[config.mk]
export PLATFORM = sky130hd
export DESIGN_NAME = ram_rd_streamer_flat
export DESIGN_NICKNAME = d
export VERILOG_FILES = /design/src/rtl/ram_rd_streamer_pkg.sv /design/src/rtl/ram_rd_streamer_if.sv /design/src/rtl/ram_rd_streamer_fifo.sv /design/src/rtl/ram_rd_streamer.sv /design/src/flat_wrapper.sv
export SDC_FILE = /design/constraint.sdc
export NUM_CORES = 1
export LEC_CHECK = 0
export ABC_CLOCK_PERIOD_IN_PS = 7550
export BUFFER_PORTS_ARGS = -buffer_cell sky130_fd_sc_hd__buf_2
export CELL_PAD_IN_SITES_DETAIL_PLACEMENT = 1
export CELL_PAD_IN_SITES_GLOBAL_PLACEMENT = 1
export CORE_MARGIN = 2
export CORE_UTILIZATION = 48
export CTS_CLUSTER_SIZE = 30
export DETAILED_ROUTE_END_ITERATION = 8
export PLACE_DENSITY = 0.82
export SETUP_SLACK_MARGIN = 0.3
export SLEW_MARGIN = 15
export SYNTH_ARGS = -nofsm -noshare
export SYNTH_HDL_FRONTEND = slang
export SYNTH_SLANG_ARGS = --single-unit
export TNS_END_PERCENT = 10
[constraint.sdc]
create_clock -name clock -period 7.55 [get_ports clock]
set_input_delay 1.1325 -clock clock [delete_from_list [all_inputs] [get_ports clock]]
set_output_delay 1.1325 -clock clock [all_outputs]
set_load 0.03 [all_outputs]
[src/rtl/ram_rd_streamer_pkg.sv]
// rtl/ram_rd_streamer_pkg.sv - shared types and helpers for the RAM read streamer
//
// Package rd_stream_pkg:
//   rd_state_t  : controller states
//   rd_entry_t  : one buffered beat {data, last}
//   credit_ok() : true while another read may be issued without overrunning the skid FIFO
package rd_stream_pkg;

    typedef enum logic [1:0] {
        IDLE  = 2'd0,
        RUN   = 2'd1,
        DRAIN = 2'd2,
        FIN   = 2'd3
    } rd_state_t;

    localparam int DEF_DATA_W = 64;

    typedef struct packed {
        logic [DEF_DATA_W-1:0] data;
        logic                  last;
    } rd_entry_t;

    // Every read in the RAM pipe already owns a FIFO slot, so the sum of
    // in-flight and buffered words must stay below the FIFO depth before a
    // new read is launched.
    function automatic logic credit_ok(input int unsigned inflight,
                                       input int unsigned buffered,
                                       input int unsigned depth);
        return (inflight + buffered) < depth;
    endfunction

endpackage

[src/rtl/ram_rd_streamer_if.sv]
// rtl/ram_rd_streamer_if.sv - command, RAM read port and output stream bundle
//
// Signals:
//   io_start/io_base/io_len : read command (base address, word count)
//   io_busy/io_done         : command status
//   io_ram_enb/addrb/doutb  : RAM read port
//   io_out_valid/ready/data/last : output stream
// Modports: master = streamer side, slave = environment side.
interface ram_rd_streamer_if #(
    parameter int DATA_W = 64,
    parameter int ADDR_W = 10
);
    logic              io_start;
    logic [ADDR_W-1:0] io_base;
    logic [ADDR_W:0]   io_len;
    logic              io_busy;
    logic              io_done;
    logic              io_ram_enb;
    logic [ADDR_W-1:0] io_ram_addrb;
    logic [DATA_W-1:0] io_ram_doutb;
    logic              io_out_valid;
    logic              io_out_ready;
    logic [DATA_W-1:0] io_out_data;
    logic              io_out_last;

    modport master (
        input  io_start, io_base, io_len, io_ram_doutb, io_out_ready,
        output io_busy, io_done, io_ram_enb, io_ram_addrb,
               io_out_valid, io_out_data, io_out_last
    );

    modport slave (
        output io_start, io_base, io_len, io_ram_doutb, io_out_ready,
        input  io_busy, io_done, io_ram_enb, io_ram_addrb,
               io_out_valid, io_out_data, io_out_last
    );
endinterface

[src/rtl/ram_rd_streamer_fifo.sv]
// rtl/ram_rd_streamer_fifo.sv - skid FIFO absorbing RAM read returns
//
// Module sync_fifo_skid:
//   clock, reset  : clock, synchronous active-high reset
//   push/push_data: write one entry
//   pop           : remove head entry (only when not empty)
//   head          : head entry, read straight from the storage registers
//   count/empty/full : occupancy
module sync_fifo_skid #(
    parameter int WIDTH = 65,
    parameter int DEPTH = 4,
    localparam int PTR_W = $clog2(DEPTH),
    localparam int CNT_W = $clog2(DEPTH) + 1
) (
    input  logic             clock,
    input  logic             reset,
    input  logic             push,
    input  logic [WIDTH-1:0] push_data,
    input  logic             pop,
    output logic [WIDTH-1:0] head,
    output logic [CNT_W-1:0] count,
    output logic             empty,
    output logic             full
);
    logic [WIDTH-1:0] mem [DEPTH];
    logic [PTR_W-1:0] wr_ptr;
    logic [PTR_W-1:0] rd_ptr;

    assign head  = mem[rd_ptr];
    assign empty = (count == '0);
    assign full  = (count == CNT_W'(DEPTH));

    always_ff @(posedge clock) begin
        if (reset) begin
            wr_ptr <= '0;
            rd_ptr <= '0;
            count  <= '0;
            for (int i = 0; i < DEPTH; i++) begin
                mem[i] <= '0;
            end
        end else begin
            if (push) begin
                mem[wr_ptr] <= push_data;
                wr_ptr      <= wr_ptr + 1'b1;
            end
            if (pop) begin
                rd_ptr <= rd_ptr + 1'b1;
            end
            case ({push, pop})
                2'b10:   count <= count + 1'b1;
                2'b01:   count <= count - 1'b1;
                default: count <= count;
            endcase
        end
    end

    // Upstream credit accounting must never push into a full FIFO.
    a_no_overflow: assert property (@(posedge clock) disable iff (reset) !(push && full));

endmodule

[src/rtl/ram_rd_streamer.sv]
// rtl/ram_rd_streamer.sv - streams a (base, length) range out of a buffer RAM
//
// Ports:
//   clock : single clock, also clocks the RAM read port
//   reset : synchronous active-high
//   io    : ram_rd_streamer_if.master (command, status, RAM read port, output stream)
// Reads are issued only while the skid FIFO has a free slot for every word in
// flight, so returning RAM data is written unconditionally.
module ram_rd_streamer
    import rd_stream_pkg::*;
#(
    parameter int DATA_W     = DEF_DATA_W,
    parameter int ADDR_W     = 10,
    parameter int READ_LAT   = 2,
    parameter int FIFO_DEPTH = 4
) (
    input  logic                clock,
    input  logic                reset,
    ram_rd_streamer_if.master   io
);
    localparam int CNT_W = $clog2(FIFO_DEPTH) + 1;

    if (DATA_W != DEF_DATA_W || FIFO_DEPTH < READ_LAT + 1 ||
        (FIFO_DEPTH & (FIFO_DEPTH - 1)) != 0) begin : g_bad_cfg
        $error("ram_rd_streamer: unsupported DATA_W/READ_LAT/FIFO_DEPTH combination");
    end

    rd_state_t         state_q, state_d;
    logic [ADDR_W-1:0] addr_q;
    logic [ADDR_W:0]   remaining_q;
    logic [ADDR_W-1:0] addrb_q;
    logic              busy_q;
    logic              done_q;
    logic              last_seen_q;
    logic              pipe_v [READ_LAT];
    logic              pipe_l [READ_LAT];

    logic              accept;
    logic              issue;
    logic              fire;
    int unsigned       inflight_cnt;
    rd_entry_t         push_entry;
    rd_entry_t         head_entry;
    logic [CNT_W-1:0]  fifo_cnt;
    logic              fifo_empty;
    logic              fifo_full;

    always_comb begin
        inflight_cnt = 0;
        for (int i = 0; i < READ_LAT; i++) begin
            inflight_cnt += 32'(pipe_v[i]);
        end
    end

    assign issue = (state_q == RUN) && (remaining_q != '0) &&
                   credit_ok(inflight_cnt, 32'(fifo_cnt), FIFO_DEPTH);

    assign io.io_ram_enb   = issue;
    assign io.io_ram_addrb = issue ? addr_q : addrb_q;

    assign push_entry = '{data: io.io_ram_doutb, last: pipe_l[READ_LAT-1]};

    sync_fifo_skid #(
        .WIDTH (DATA_W + 1),
        .DEPTH (FIFO_DEPTH)
    ) u_fifo (
        .clock     (clock),
        .reset     (reset),
        .push      (pipe_v[READ_LAT-1]),
        .push_data (push_entry),
        .pop       (fire),
        .head      (head_entry),
        .count     (fifo_cnt),
        .empty     (fifo_empty),
        .full      (fifo_full)
    );

    assign io.io_out_valid = !fifo_empty;
    assign io.io_out_data  = head_entry.data;
    // Storage can hold a stale last flag once drained; only expose it with valid.
    assign io.io_out_last  = head_entry.last && !fifo_empty;
    assign fire            = !fifo_empty && io.io_out_ready;

    assign io.io_busy = busy_q;
    assign io.io_done = done_q;

    always_comb begin
        state_d = state_q;
        accept  = 1'b0;
        case (state_q)
            IDLE: begin
                if (io.io_start) begin
                    accept  = 1'b1;
                    state_d = (io.io_len == '0) ? FIN : RUN;
                end
            end
            RUN: begin
                if (remaining_q == '0 || (issue && remaining_q == (ADDR_W+1)'(1))) begin
                    state_d = DRAIN;
                end
            end
            DRAIN: begin
                // Either the final beat leaves the FIFO this cycle, or it already has.
                if (inflight_cnt == 0 &&
                    ((fifo_empty && last_seen_q) ||
                     (fire && head_entry.last && fifo_cnt == CNT_W'(1)))) begin
                    state_d = FIN;
                end
            end
            FIN: begin
                state_d = IDLE;
            end
            default: state_d = IDLE;
        endcase
    end

    always_ff @(posedge clock) begin
        if (reset) begin
            state_q     <= IDLE;
            addr_q      <= '0;
            remaining_q <= '0;
            addrb_q     <= '0;
            busy_q      <= 1'b0;
            done_q      <= 1'b0;
            last_seen_q <= 1'b0;
            for (int i = 0; i < READ_LAT; i++) begin
                pipe_v[i] <= 1'b0;
                pipe_l[i] <= 1'b0;
            end
        end else begin
            state_q <= state_d;
            done_q  <= (state_q == FIN);
            if (state_q == FIN) begin
                busy_q <= 1'b0;
            end
            if (accept) begin
                addr_q      <= io.io_base;
                remaining_q <= io.io_len;
                busy_q      <= 1'b1;
                last_seen_q <= 1'b0;
            end
            if (issue) begin
                addr_q      <= addr_q + 1'b1;
                remaining_q <= remaining_q - 1'b1;
                addrb_q     <= addr_q;
            end
            if (fire && head_entry.last) begin
                last_seen_q <= 1'b1;
            end
            pipe_v[0] <= issue;
            pipe_l[0] <= (remaining_q == (ADDR_W+1)'(1));
            for (int i = 1; i < READ_LAT; i++) begin
                pipe_v[i] <= pipe_v[i-1];
                pipe_l[i] <= pipe_l[i-1];
            end
        end
    end

endmodule

[src/flat_wrapper.sv]
// flat-port wrapper written by rule: the top's interface ports become plain ports
module ram_rd_streamer_flat import rd_stream_pkg::*;
#(
    parameter int DATA_W     = DEF_DATA_W,
    parameter int ADDR_W     = 10,
    parameter int READ_LAT   = 2,
    parameter int FIFO_DEPTH = 4
)
  (clock, reset, io_io_start, io_io_base, io_io_len, io_io_ram_doutb, io_io_out_ready, io_io_busy, io_io_done, io_io_ram_enb, io_io_ram_addrb, io_io_out_valid, io_io_out_data, io_io_out_last);
  ram_rd_streamer_if #(.DATA_W(DATA_W), .ADDR_W(ADDR_W)) io_i ();
  input  logic clock;
  input  logic reset;
  input wire logic [$bits(io_i.io_start)-1:0] io_io_start;
  input wire logic [$bits(io_i.io_base)-1:0] io_io_base;
  input wire logic [$bits(io_i.io_len)-1:0] io_io_len;
  input wire logic [$bits(io_i.io_ram_doutb)-1:0] io_io_ram_doutb;
  input wire logic [$bits(io_i.io_out_ready)-1:0] io_io_out_ready;
  output wire logic [$bits(io_i.io_busy)-1:0] io_io_busy;
  output wire logic [$bits(io_i.io_done)-1:0] io_io_done;
  output wire logic [$bits(io_i.io_ram_enb)-1:0] io_io_ram_enb;
  output wire logic [$bits(io_i.io_ram_addrb)-1:0] io_io_ram_addrb;
  output wire logic [$bits(io_i.io_out_valid)-1:0] io_io_out_valid;
  output wire logic [$bits(io_i.io_out_data)-1:0] io_io_out_data;
  output wire logic [$bits(io_i.io_out_last)-1:0] io_io_out_last;
  assign io_i.io_start = io_io_start;
  assign io_i.io_base = io_io_base;
  assign io_i.io_len = io_io_len;
  assign io_i.io_ram_doutb = io_io_ram_doutb;
  assign io_i.io_out_ready = io_io_out_ready;
  assign io_io_busy = io_i.io_busy;
  assign io_io_done = io_i.io_done;
  assign io_io_ram_enb = io_i.io_ram_enb;
  assign io_io_ram_addrb = io_i.io_ram_addrb;
  assign io_io_out_valid = io_i.io_out_valid;
  assign io_io_out_data = io_i.io_out_data;
  assign io_io_out_last = io_i.io_out_last;
  ram_rd_streamer #(.DATA_W(DATA_W), .ADDR_W(ADDR_W), .READ_LAT(READ_LAT), .FIFO_DEPTH(FIFO_DEPTH)) u_core (.clock(clock), .reset(reset), .io(io_i));
endmodule
**After elaboration in Yosys (flattened, before gate mapping)**

Memories as Yosys holds them, arrays and structs flattened. A register that Yosys moved wholly into a read port is not among the register bits.
Index checks and enable logic that the tools add are counted.
W data, S select, Z words.

- Output and inout port bits: 79
- Flip-flop bits (word level): 43
- Bits in writable memories: 264
- Memories kept: 3
- Bits of input ports: 89

Memories:

| name | depth | width | read ports | clocked after Yosys merged registers in | write ports | line | text |
|---|---|---|---|---|---|---|---|
| u_core.u_fifo.mem | 4 | 65 | 1 | 1 | 4 | ram_rd_streamer_fifo.sv:25 | `logic [WIDTH-1:0] mem [DEPTH];` |
| u_core.pipe_l | 2 | 1 | 2 | 0 | 2 | ram_rd_streamer.sv:36 | `logic pipe_l [READ_LAT];` |
| u_core.pipe_v | 2 | 1 | 2 | 0 | 2 | ram_rd_streamer.sv:35 | `logic pipe_v [READ_LAT];` |

- Multiplexer cells: 32
- Bitwise logic cells: 4
- Equality and inequality tests: 10
- Add/subtract/negate cells: 8
- Order comparisons: 1
- Reductions and logical operators: 24

Operators by type and width:

| operator | number |
|---|---|
| $mux W65 | 1 |
| $reduce_or A65 Y1 | 1 |
| $add A32 B3 Y32 | 1 |
| $logic_not A32 Y1 | 1 |
| $lt A32 B3 Y1 const B | 1 |
| $mux W10 | 3 |
| $logic_not A11 Y1 | 2 |
| $mux W11 | 2 |
| $mux W1 | 17 |
| $mux W2 | 7 |
| $eq A11 B1 Y1 const B | 1 |
| $reduce_bool A11 Y1 | 1 |
| $sub A11 B1 Y11 const B | 1 |
| $add A10 B1 Y10 const B | 1 |
| $logic_and A1 B1 Y1 | 9 |
| $pmux W2 S4 | 1 |
| $reduce_bool A2 Y1 | 4 |
| $eq A2 B2 Y1 const B | 3 |
| $pmux W3 S2 | 1 |
| $add A2 B1 Y2 const B | 2 |
| $eq A2 B1 Y1 const B | 2 |
| $ne A2 B2 Y1 const B | 2 |
| $or A1 B1 Y1 | 4 |
| $add A3 B1 Y3 const B | 1 |
| 9 further kinds | 10 |

**Depth between registers and ports, before layout**

Gate-level depths: netlist (run 1).

- Depth in word-level cells: 9
- Mapped depth: 11

**Hierarchy**

From an unflattened synthesis (run 1), not the netlist that was laid out.

- Cell total of the unflattened synthesis: 932
- Area, all modules: 13,847.0 µm²

By module, submodules not included:

| module | area each (µm²) | cells each | instances | sequential area each (µm²) |
|---|---|---|---|---|
| sync_fifo_skid | 11,666.2 | 676 | 1 | 7,987.7 |
| ram_rd_streamer | 2,180.8 | 256 | 1 | 800.8 |

**Worst setup path after synthesis (run 1)**

No wires, ideal clock.

- Path type: register to register
- Start: memory u_core.pipe_v[1][0] (netlist: u_core.pipe_v[0][1])
- End: memory u_core.u_fifo.mem[1][0], enable pin
- Library setup time: 0.578 ns
- Data required time: 6.972 ns
- Path slack: 1.622 ns
- Stages on the path, launching flop included: 4
- Data arrival time: 5.350 ns
- Clock period less this slack: 5.928 ns
- Path through: dfxtp_1 > clkbuf_1 > nand2_1 > o21ai_0

RTL lines:

| item | line |
|---|---|
| start, declared | ram_rd_streamer.sv:35 |
| end, declared | ram_rd_streamer_fifo.sv:25 |

==> results.yml, run 1 <==
clock_tree:
  clk_path_buf_depth: 3
  clock_latency_ns: 0.51
  htreeDepth: 2
  ctsHoldBuffers: 0
  path_clk_slew_ns: 0.06
  cts_setup_buffers: 0
  cts_made_buffers: 35
  cts-resized-gates: 0
  clock-sinks: 309
  cts_tree: "built"
  clockRootBuffer: "clkbuf_16"
critical_path:
  rr_worst_depth: 7
  r2r-end: "u_core.addr_q[3]$_SDFFE_PP0P_"
  cp_top_family: "simple AND/OR/NAND/NOR gates"
  end_kind: "primary output"
  slowest_stage: "and2_1"
  crit_chain: "inv_1, ha_1, a311oi_1, and2_1, nand2_8, mux2_2, buf_2"
  crit_arrival_ns: 3.59
  critPathRequiredTime_ns: 6.42
  r2r_slack_ns: 4.26
  worstSetupStartpointType: "flip-flop"
  path_max_fanout: 25
  rr_startpoint: "u_core.pipe_v[0][1]$_SDFF_PP0_"
  worstSetupPathType: "flip-flop to primary output"
  path_buf_inv: 2
  slowest_delay_ns: 0.69
synthesis:
  avgSynthCellArea_sq_um: 14.9
  synth_edf_count: 260
  ys_ff_latch: 309
  synth_top_area_cell: "edfxtp_1"
  yosysWarnings: 0
  yosys-top-cells-area: "edfxtp_1 57%, mux4_2 11%, and2_1 9.5%"
  synth_top_cell_area_share_pct: 56.9
  synth_flop_cell: "edfxtp_1"
  ys_seq_area_share_pct: 64.0
  synth.most_common_cell: "edfxtp_1"
  ys_types: 60
  async_flop_share_pct: 0
  synth_nets: 1028
  synth_common_cells: "260 x edfxtp_1, 209 x and2_1, 65 x and3_1, 65 x mux4_2"
  netlist_area_sq_um: 13700
  netlist_instances: 923
finish:
  area_delta_synth_final_pct: 16.6
  seqCellArea_sq_um: 8800
  nNetsFinal: 1179
  multiInputGateArea_sq_um: 4640
  layout-drive-gt1-share_pct: 29.9
  num-fill-cells: 2767
global_route:
  grt.overflow.total: 0
  grt_pass1_vias: 9314
  track_usage_pct: 22.8
  grt_max_degree: 79
  grt_pass1_wl_mm: 53.2
  antenna_found_initial: 8
place:
  port_buffers: 167
  gp_congestion: 0.801
  dp_hpwl_mm: 20.3
  post-place-ws_ns: 3.34
detailed_routing:
  top_layer: "met5"
  drtIter0Drc: 687
  firstDrtPassIters: 4
  drc: 0
  wl_per_cell_um: 22.8
  wl_met3_mm: 1.63
  wl_mm: 33.9
  via_per_inst: 5.61
  antenna_left: 0
  wl_met2_mm: 17.6
  vias: 8328
  met1_length_mm: 13.7
power:
  p_leak_nw: 6.30
  total_power_mw: 5.05
  power_per_cell_area_nw_per_um2: 316
  vdd_ir_drop_max_v: 0.000173
sta:
  hold_viol_final: 0
  post-route-min-period_ns: 4.72
  tns_ns: 0
  fmax_ghz: 0.212
  min_period_over_period_pct: 62.5
  setup_viol: 0
  worstMarginPinSlew_ns: 1.06
  drv_slew: 0
  finalWorstSetupSlack_ns: 2.83
  skew_ns: 0.0200
  relSlewSlack_pct: 29.6
  rsz0062_at_grt: "no"
outcome:
  status: "finished clean"
floorplan:
  die_area_sq_um: 30000
  core_sq_um: 27900
  die_h_um: 173
  start_util_pct: 49.1
  ios: 168
  dieWidth_um: 173
  rows: 61
min_path:
  hold_depth: 1
  hold_path.class: "flip-flop to flip-flop"
  hold_path_end: "u_core.pipe_l[0][1]$_SDFF_PP0_"
  min_from: "u_core.pipe_l[0][0]$_SDFF_PP0_"
job:
  drv_cap: 0
==> layer usage <==
| metal | up-vias | global-route usage [%] |
|---|---|---|
| met3 | 67 | 3.87 |
| met4 | 2 | 7.49 |
| met2 | 252 | 41.2 |
| li1 | 3769 | - |
| met5 | - | 0 |
| met1 | 4238 | 27.9 |
==> power by group <==
group	internal, mW	switching [mW]	leakage [nW]	total (mW)
combinational	0.485	0.765	2.67	1.25
sequential	2.00	0.159	3.09	2.16
clock	0.977	0.668	0.539	1.65
total	3.46	1.59	6.30	5.05
==> cells by family (layout without fill, tap and decap cells) <==
group / Yosys count / in the layout / synth area share, %
AOI/OAI and AO/OA: 61 / 61 / 3.46
xor gates and xnor gates: 7 / 7 / 0.447
adders and majority gates: 16 / 16 / 1.46
buffers and inverters: 77 / 253 / 2.49
DFF: 309 / 309 / 64.0
muxes: 76 / 76 / 11.6
other: 0 / 7 / 0
and+or+nand+nor: 377 / 377 / 16.6
==> worst max path at each step <==
stage / start / to / slack (ns) / cells past startpoint
global route: u_core.pipe_v[0][1]$_SDFF_PP0_ / io_io_ram_addrb[4] / 2.64 / 7
finish: u_core.pipe_v[0][1]$_SDFF_PP0_ / io_io_ram_addrb[8] / 2.83 / 7
detailed placement: u_core.pipe_v[0][1]$_SDFF_PP0_ / io_io_ram_addrb[6] / 3.34 / 7
global placement: u_core.pipe_v[0][1]$_SDFF_PP0_ / io_io_ram_addrb[5] / 3.52 / 7
CTS: u_core.pipe_v[0][1]$_SDFF_PP0_ / io_io_ram_addrb[6] / 2.80 / 7
floorplan: u_core.pipe_v[0][1]$_SDFF_PP0_ / u_core.u_fifo.mem[1][0]$_SDFFCE_PN0P_ / 1.62 / 3
==> placed cells by master, fill, tap and decap left out, types with 5 or more instances in the layout <==
master	synthesis	final
clkbuf_1	49	6
buf_4	1	10
diode_2	0	7
a21oi_1	16	16
mux4_2	65	65
and3_1	65	65
edfxtp_1	260	260
nor2_1	18	18
inv_1	14	13
nor3_1	11	10
ha_1	16	16
o211ai_1	5	5
nand2_1	21	20
clkbuf_16	0	36
buf_2	7	167
a31oi_1	8	8
or3_1	5	5
clkinv_1	0	7
nand4_1	6	6
nand3_1	14	14
and2_1	209	209
clkinv_2	0	6
mux2_2	10	10
dfxtp_1	49	46
==> stage by stage <==
| stage | hold WS (ns) | instance area (sq um) | instances | util [%] |
|---|---|---|---|---|
| floorplan | 0.414 | 13700 | 923 | - |
| global placement | 0.427 | 14900 | 1415 | 53.2 |
| detailed placement | 0.459 | 14900 | 1415 | 53.2 |
| CTS | 0.475 | 16000 | 1477 | 57.2 |
| global route | 0.486 | 16000 | 1482 | 57.3 |
| finish | 0.477 | 16000 | 1484 | 57.3 |
==> registers in the layout, summed over array words and instances, names as in the netlist, named ones only <==
| name | flops |
|---|---|
| u_core.io.io_done | 1 |
| u_core.u_fifo.wr_ptr | 2 |
| u_core.addrb_q | 10 |
| u_core.pipe_v | 2 |
| u_core.remaining_q | 11 |
| u_core.addr_q | 10 |
| u_core.u_fifo.count | 3 |
| u_core.pipe_l | 2 |
| u_core.last_seen_q | 1 |
| u_core.u_fifo.mem | 260 |
| u_core.u_fifo.rd_ptr | 2 |
| u_core.state_q | 2 |
| u_core.io.io_busy | 1 |
==> cell type report <==
class                   count  share of cell area (%)
well taps                 378                    2.96
clock inverters            20                    1.17
multi-input cells         537                    29.0
clock buffers              42                    5.77
diodes                      7                   0.109
flip-flops and latches    309                    55.0
repair buffers            177                    5.69
inverters                  14                   0.328
(Power assumes the default switching activity.)
==> run 2, diff against run 1 <==
--- a/config.mk
+++ b/config.mk
@@ -5,7 +5,7 @@
 export SDC_FILE = /design/constraint.sdc
 export NUM_CORES = 1
 export LEC_CHECK = 0
-export ABC_CLOCK_PERIOD_IN_PS = 7550
+export ABC_CLOCK_PERIOD_IN_PS = 4500
 export BUFFER_PORTS_ARGS = -buffer_cell sky130_fd_sc_hd__buf_2
 export CELL_PAD_IN_SITES_DETAIL_PLACEMENT = 1
 export CELL_PAD_IN_SITES_GLOBAL_PLACEMENT = 1
==> constraint.sdc (replaced) <==
create_clock -name clock -period 4.5 [get_ports clock]
set_input_delay 0.675 -clock clock [delete_from_list [all_inputs] [get_ports clock]]
set_output_delay 0.675 -clock clock [all_outputs]
set_load 0.03 [all_outputs]
==> results.yml, run 2 (synthesized netlist as in run 1, its figures left out) <==
outcome:
  status: "finished clean"
sta:
  post-route-min-period_ns: 3.90
  min_period_over_period_pct: 86.7
  finalWorstSetupSlack_ns: 0.597
  skew_ns: 0.0142
  hold_viol_final: 0
  drv_slew: 0
  setup_viol: 0
  tns_ns: 0
  worstMarginPinSlew_ns: 1.04
  fmax_ghz: 0.256
  rsz0062_at_grt: "no"
  relSlewSlack_pct: 30.7
finish:
  num-fill-cells: 2743
  seqCellArea_sq_um: 8790
  fin_area_sq_um: 16100
  top_register: "u_core.u_fifo.mem"
  final_common_cell: "edfxtp_1"
  area_delta_synth_final_pct: 17.1
  reg_top3: "u_core.u_fifo.mem (260), u_core.remaining_q (11)"
  multiInputGateArea_sq_um: 4630
  largest_reg_flops: 260
  layout-drive-gt1-share_pct: 29.8
  final_cell_mix: "260 x edfxtp_1, 208 x and2_1, 167 x buf_2, 65 x mux4_2, 65 x and3_1"
  nNetsFinal: 1182
critical_path:
  critPathRequiredTime_ns: 3.83
  path_max_fanout: 22
  crit_chain: "inv_1, ha_1, a311oi_1, and2_2, nand2_8, mux2_2, buf_2"
  end_kind: "primary output"
  worstSetupPathType: "flip-flop to primary output"
  cp_top_family: "simple AND/OR/NAND/NOR gates"
  worstSetupStartpointType: "flip-flop"
  slowest_stage: "a311oi_1"
  path_buf_inv: 2
  slowest_delay_ns: 0.54
  crit_arrival_ns: 3.23
clock_tree:
  cts_tree: "built"
  cts_made_buffers: 35
  clk_path_buf_depth: 3
  clock-sinks: 309
  clockRootBuffer: "clkbuf_16"
  clock_latency_ns: 0.51
  path_clk_slew_ns: 0.06
  htreeDepth: 2
  ctsHoldBuffers: 0
min_path:
  hold_path.class: "input port to flip-flop"
floorplan:
  dieWidth_um: 173
  core_sq_um: 27900
  die_h_um: 173
  ios: 168
  rows: 61
  start_util_pct: 49.1
  die_area_sq_um: 30000
power:
  power_per_cell_area_nw_per_um2: 531
  vdd_ir_drop_max_v: 0.000317
  p_leak_nw: 6.33
global_route:
  grt.overflow.total: 0
  antenna_found_initial: 3
  grt_pass1_vias: 9227
  grt_max_degree: 79
  grt_pass1_wl_mm: 52.4
  track_usage_pct: 22.4
detailed_routing:
  wl_mm: 33.8
  drc: 0
  vias: 8377
  antenna_left: 0
  via_per_inst: 5.65
  firstDrtPassIters: 5
  drtIter0Drc: 584
  wl_per_cell_um: 22.8
job:
  drv_cap: 0
place:
  placed_area_sq_um: 14900
  post-place-ws_ns: 0.884
  gp_congestion: 0.826
  dp_hpwl_mm: 19.5
  port_buffers: 167
## run 2: changes by cell type in the layout (fill, tap and decap cells not counted), sizes merged
cell / before / now
clkinv: 14 / 12
diode: 7 / 2
buf: 177 / 180
clkbuf: 42 / 46
clkinvlp: 2 / 1
## run 2: path summary, 6_finish.rpt
path	startpoint	to	slack (ns)	depth (start not counted)
worst max-delay path	u_core.pipe_v[0][1]$_SDFF_PP0_	io_io_ram_addrb[2]	0.60	7
worst max register to register	u_core.pipe_v[0][1]$_SDFF_PP0_	u_core.addr_q[3]$_SDFFE_PP0P_	1.58	7
worst min-delay path	io_io_base[9]	u_core.addr_q[9]$_SDFFE_PP0P_	0.45	3
worst min register to register	u_core.pipe_v[0][0]$_SDFF_PP0_	u_core.pipe_v[0][1]$_SDFF_PP0_	0.46	2
## run 2: final cells by class
cell class | count | area share [%]
Sequential cell | 309 | 54.7
Tap cell | 378 | 2.94
Inverter | 14 | 0.327
Antenna cell | 2 | 0.0311
Clock buffer | 46 | 5.90
Timing Repair Buffer | 180 | 6.20
Multi-Input combinational cell | 537 | 28.8
Clock inverter | 17 | 1.04
## run 2: worst reg2reg max path, stage by stage (launching register included)
cell,delay (ns)
dfxtp_2,0.51
inv_1,0.12
ha_1,0.31
a311oi_1,0.54
and2_2,0.52
nand3_1,0.17
or3b_2,0.47
a31oi_1,0.20
## run 2: repair_timing
| item | 4_1_cts | 5_1_grt |
|---|---|---|
| endpoints found under the setup margin | 0 | 11 |
| resized for setup | 0 | 1 |
| buffers inserted | 0 | 0 |
## run 2: metal layers
metal	share of wire, %	GRT usage [%]
met5	0	0
met1	41	27.8
met3	5.2	3.54
met2	51	40.7
met4	2.3	6.32
## run 2: stage by stage
| stage | std cells | hold slack (ns) | total power, mW | utilization, % |
|---|---|---|---|---|
| final | 1483 | 0.450 | 8.53 | 57.5 |
| after global routing | 1483 | 0.453 | 8.87 | 57.5 |
| after floorplan | 923 | 0.414 | 5.23 | - |
| after detailed placement | 1418 | 0.453 | 5.80 | 53.5 |
| after CTS | 1481 | 0.431 | 8.59 | 57.5 |
| after global placement | 1418 | 0.447 | 5.73 | 53.5 |
## run 2: where the power goes
part,switching (mW),internal (mW)
Combinational,1.36,0.834
Clock,1.11,1.66
Sequential,0.216,3.35
Total,2.69,5.85
==> run 3, diff against run 2 <==
--- a/config.mk
+++ b/config.mk
@@ -7,13 +7,14 @@
 export LEC_CHECK = 0
 export ABC_CLOCK_PERIOD_IN_PS = 4500
 export BUFFER_PORTS_ARGS = -buffer_cell sky130_fd_sc_hd__buf_2
+export CAP_MARGIN = 10
 export CELL_PAD_IN_SITES_DETAIL_PLACEMENT = 1
 export CELL_PAD_IN_SITES_GLOBAL_PLACEMENT = 1
 export CORE_MARGIN = 2
-export CORE_UTILIZATION = 48
+export CORE_UTILIZATION = 35
 export CTS_CLUSTER_SIZE = 30
 export DETAILED_ROUTE_END_ITERATION = 8
-export PLACE_DENSITY = 0.82
+export PLACE_DENSITY = 0.64
 export SETUP_SLACK_MARGIN = 0.3
 export SLEW_MARGIN = 15
 export SYNTH_ARGS = -nofsm -noshare
==> results.yml, run 3 (synthesized netlist as in run 1, its figures left out) <==
outcome:
  status: "finished clean"
global_route:
  grt_pass1_wl_mm: 52.3
  track_usage_pct: 16.8
  grt_max_degree: 66
  grt_pass1_vias: 8908
  grt.overflow.total: 0
  antenna_found_initial: 7
sta:
  skew_ns: 0.0142
  hold_viol_final: 0
  setup_viol: 0
  relSlewSlack_pct: 47.4
  drv_slew: 0
  fmax_ghz: 0.259
  tns_ns: 0
  min_period_over_period_pct: 85.8
  worstMarginPinSlew_ns: 0.789
  post-route-min-period_ns: 3.86
  rsz0062_at_grt: "no"
detailed_routing:
  firstDrtPassIters: 4
  via_per_inst: 4.98
  drc: 0
  wl_mm: 33.9
  antenna_left: 0
  drtIter0Drc: 375
  wl_per_cell_um: 20.8
  vias: 8120
finish:
  final_cell_mix: "260 x edfxtp_1, 208 x and2_1, 167 x buf_2, 65 x mux4_2, 65 x and3_1"
  layout.cells.non_filler: 1629
  area_delta_synth_final_pct: 18.1
  reg_top3: "u_core.u_fifo.mem (260), u_core.remaining_q (11)"
  final_common_cell: "edfxtp_1"
  largest_reg_flops: 260
  num-fill-cells: 3957
  layout-drive-gt1-share_pct: 30.0
  nNetsFinal: 1187
  top_register: "u_core.u_fifo.mem"
place:
  place_inst: 1562
  port_buffers: 167
  dp_hpwl_mm: 20.1
  gp_congestion: 0.772
min_path:
  min_from: "io_io_base[9]"
  hold_depth: 3
  hold_path.class: "input port to flip-flop"
  hold_path_end: "u_core.addr_q[9]$_SDFFE_PP0P_"
critical_path:
  rr_worst_depth: 8
  crit_arrival_ns: 3.19
  worstSetupStartpointType: "flip-flop"
  rr_startpoint: "u_core.pipe_v[0][1]$_SDFF_PP0_"
  r2r_slack_ns: 1.66
  worstSetupPathType: "flip-flop to primary output"
  critPathRequiredTime_ns: 3.83
  path_max_fanout: 22
  r2r-end: "u_core.remaining_q[3]$_SDFFE_PP0P_"
  end_kind: "primary output"
floorplan:
  rows: 72
  ios: 168
  dieWidth_um: 202
  die_h_um: 202
  start_util_pct: 35.5
  die_area_sq_um: 40800
  core_sq_um: 38600
clock_tree:
  ctsHoldBuffers: 0
  cts_made_buffers: 36
  htreeDepth: 2
  clk_path_buf_depth: 3
  cts_setup_buffers: 0
  cts_tree: "built"
  clockRootBuffer: "clkbuf_16"
  path_clk_slew_ns: 0.06
  clock-sinks: 309
  clock_latency_ns: 0.52
power:
  vdd_ir_drop_max_v: 0.000243
  p_leak_nw: 6.32
  total_power_mw: 8.42
  power_per_cell_area_nw_per_um2: 520
job:
  drv_cap: 0
==> run 3: per-stage QoR <==
stage	cell area, sq um	hold slack [ns]	utilization (%)	worst slack (ns)
after floorplan	13700	0.414	-	0.326
after CTS	16200	0.398	41.9	0.312
after detailed placement	15100	0.456	39.1	0.879
after global routing	16200	0.422	41.9	0.343
after global placement	15100	0.424	39.1	0.969
final	16200	0.426	41.9	0.639
==> run 3: timing repair <==
item                       CTS  global route
setup endpoints to repair    0            11
hold endpoints to repair     0             0
gates resized for setup      0             1
==> run 3: cell type report <==
type,instances,area [sq um],share of cell area [%]
flip-flops and latches,309,8800,54.3
multi-input cells,537,4640,28.6
repair buffers,184,988,6.10
clock buffers,45,966,5.96
well taps,518,648,4.00
clock inverters,15,98.8,0.610
inverters,14,52.6,0.324
diodes,7,17.5,0.108
==> run 3: report_power, final <==
| part | switching [mW] | internal (mW) | leakage (nW) |
|---|---|---|---|
| clock | 1.12 | 1.57 | 0.517 |
| sequential | 0.221 | 3.35 | 3.09 |
| combinational | 1.33 | 0.831 | 2.71 |
| total | 2.67 | 5.75 | 6.32 |
==> run 3: layer usage <==
layer	wire (um)	vias to the layer above	part of all wire [%]	GRT usage (%)
met5	13	-	0.038	0
met4	724	2	2.1	4.60
met3	1680	48	5.0	3.16
met2	17100	180	51	29.8
met1	14300	4090	42	21.0
li1	-	3800	-	-
==> run 3: worst max-delay path: stages (launching register included) <==
cell	delay [ns]
dfxtp_2	0.53
inv_1	0.12
ha_1	0.31
a311oi_1	0.50
and2_2	0.48
nand2_8	0.21
mux2_2	0.34
buf_2	0.18
==> run 3: worst max path at each step <==
stage | end | slack (ns) | startpoint
detailed placement | io_io_ram_addrb[6] | 0.88 | u_core.pipe_v[0][1]$_SDFF_PP0_
finish | io_io_ram_addrb[6] | 0.64 | u_core.pipe_v[0][1]$_SDFF_PP0_
floorplan | u_core.u_fifo.mem[1][0]$_SDFFCE_PN0P_ | 0.33 | u_core.pipe_v[0][1]$_SDFF_PP0_
CTS | io_io_ram_addrb[6] | 0.31 | u_core.pipe_v[0][1]$_SDFF_PP0_
global route | io_io_ram_addrb[6] | 0.34 | u_core.pipe_v[0][1]$_SDFF_PP0_
global placement | io_io_ram_addrb[6] | 0.97 | u_core.pipe_v[0][1]$_SDFF_PP0_
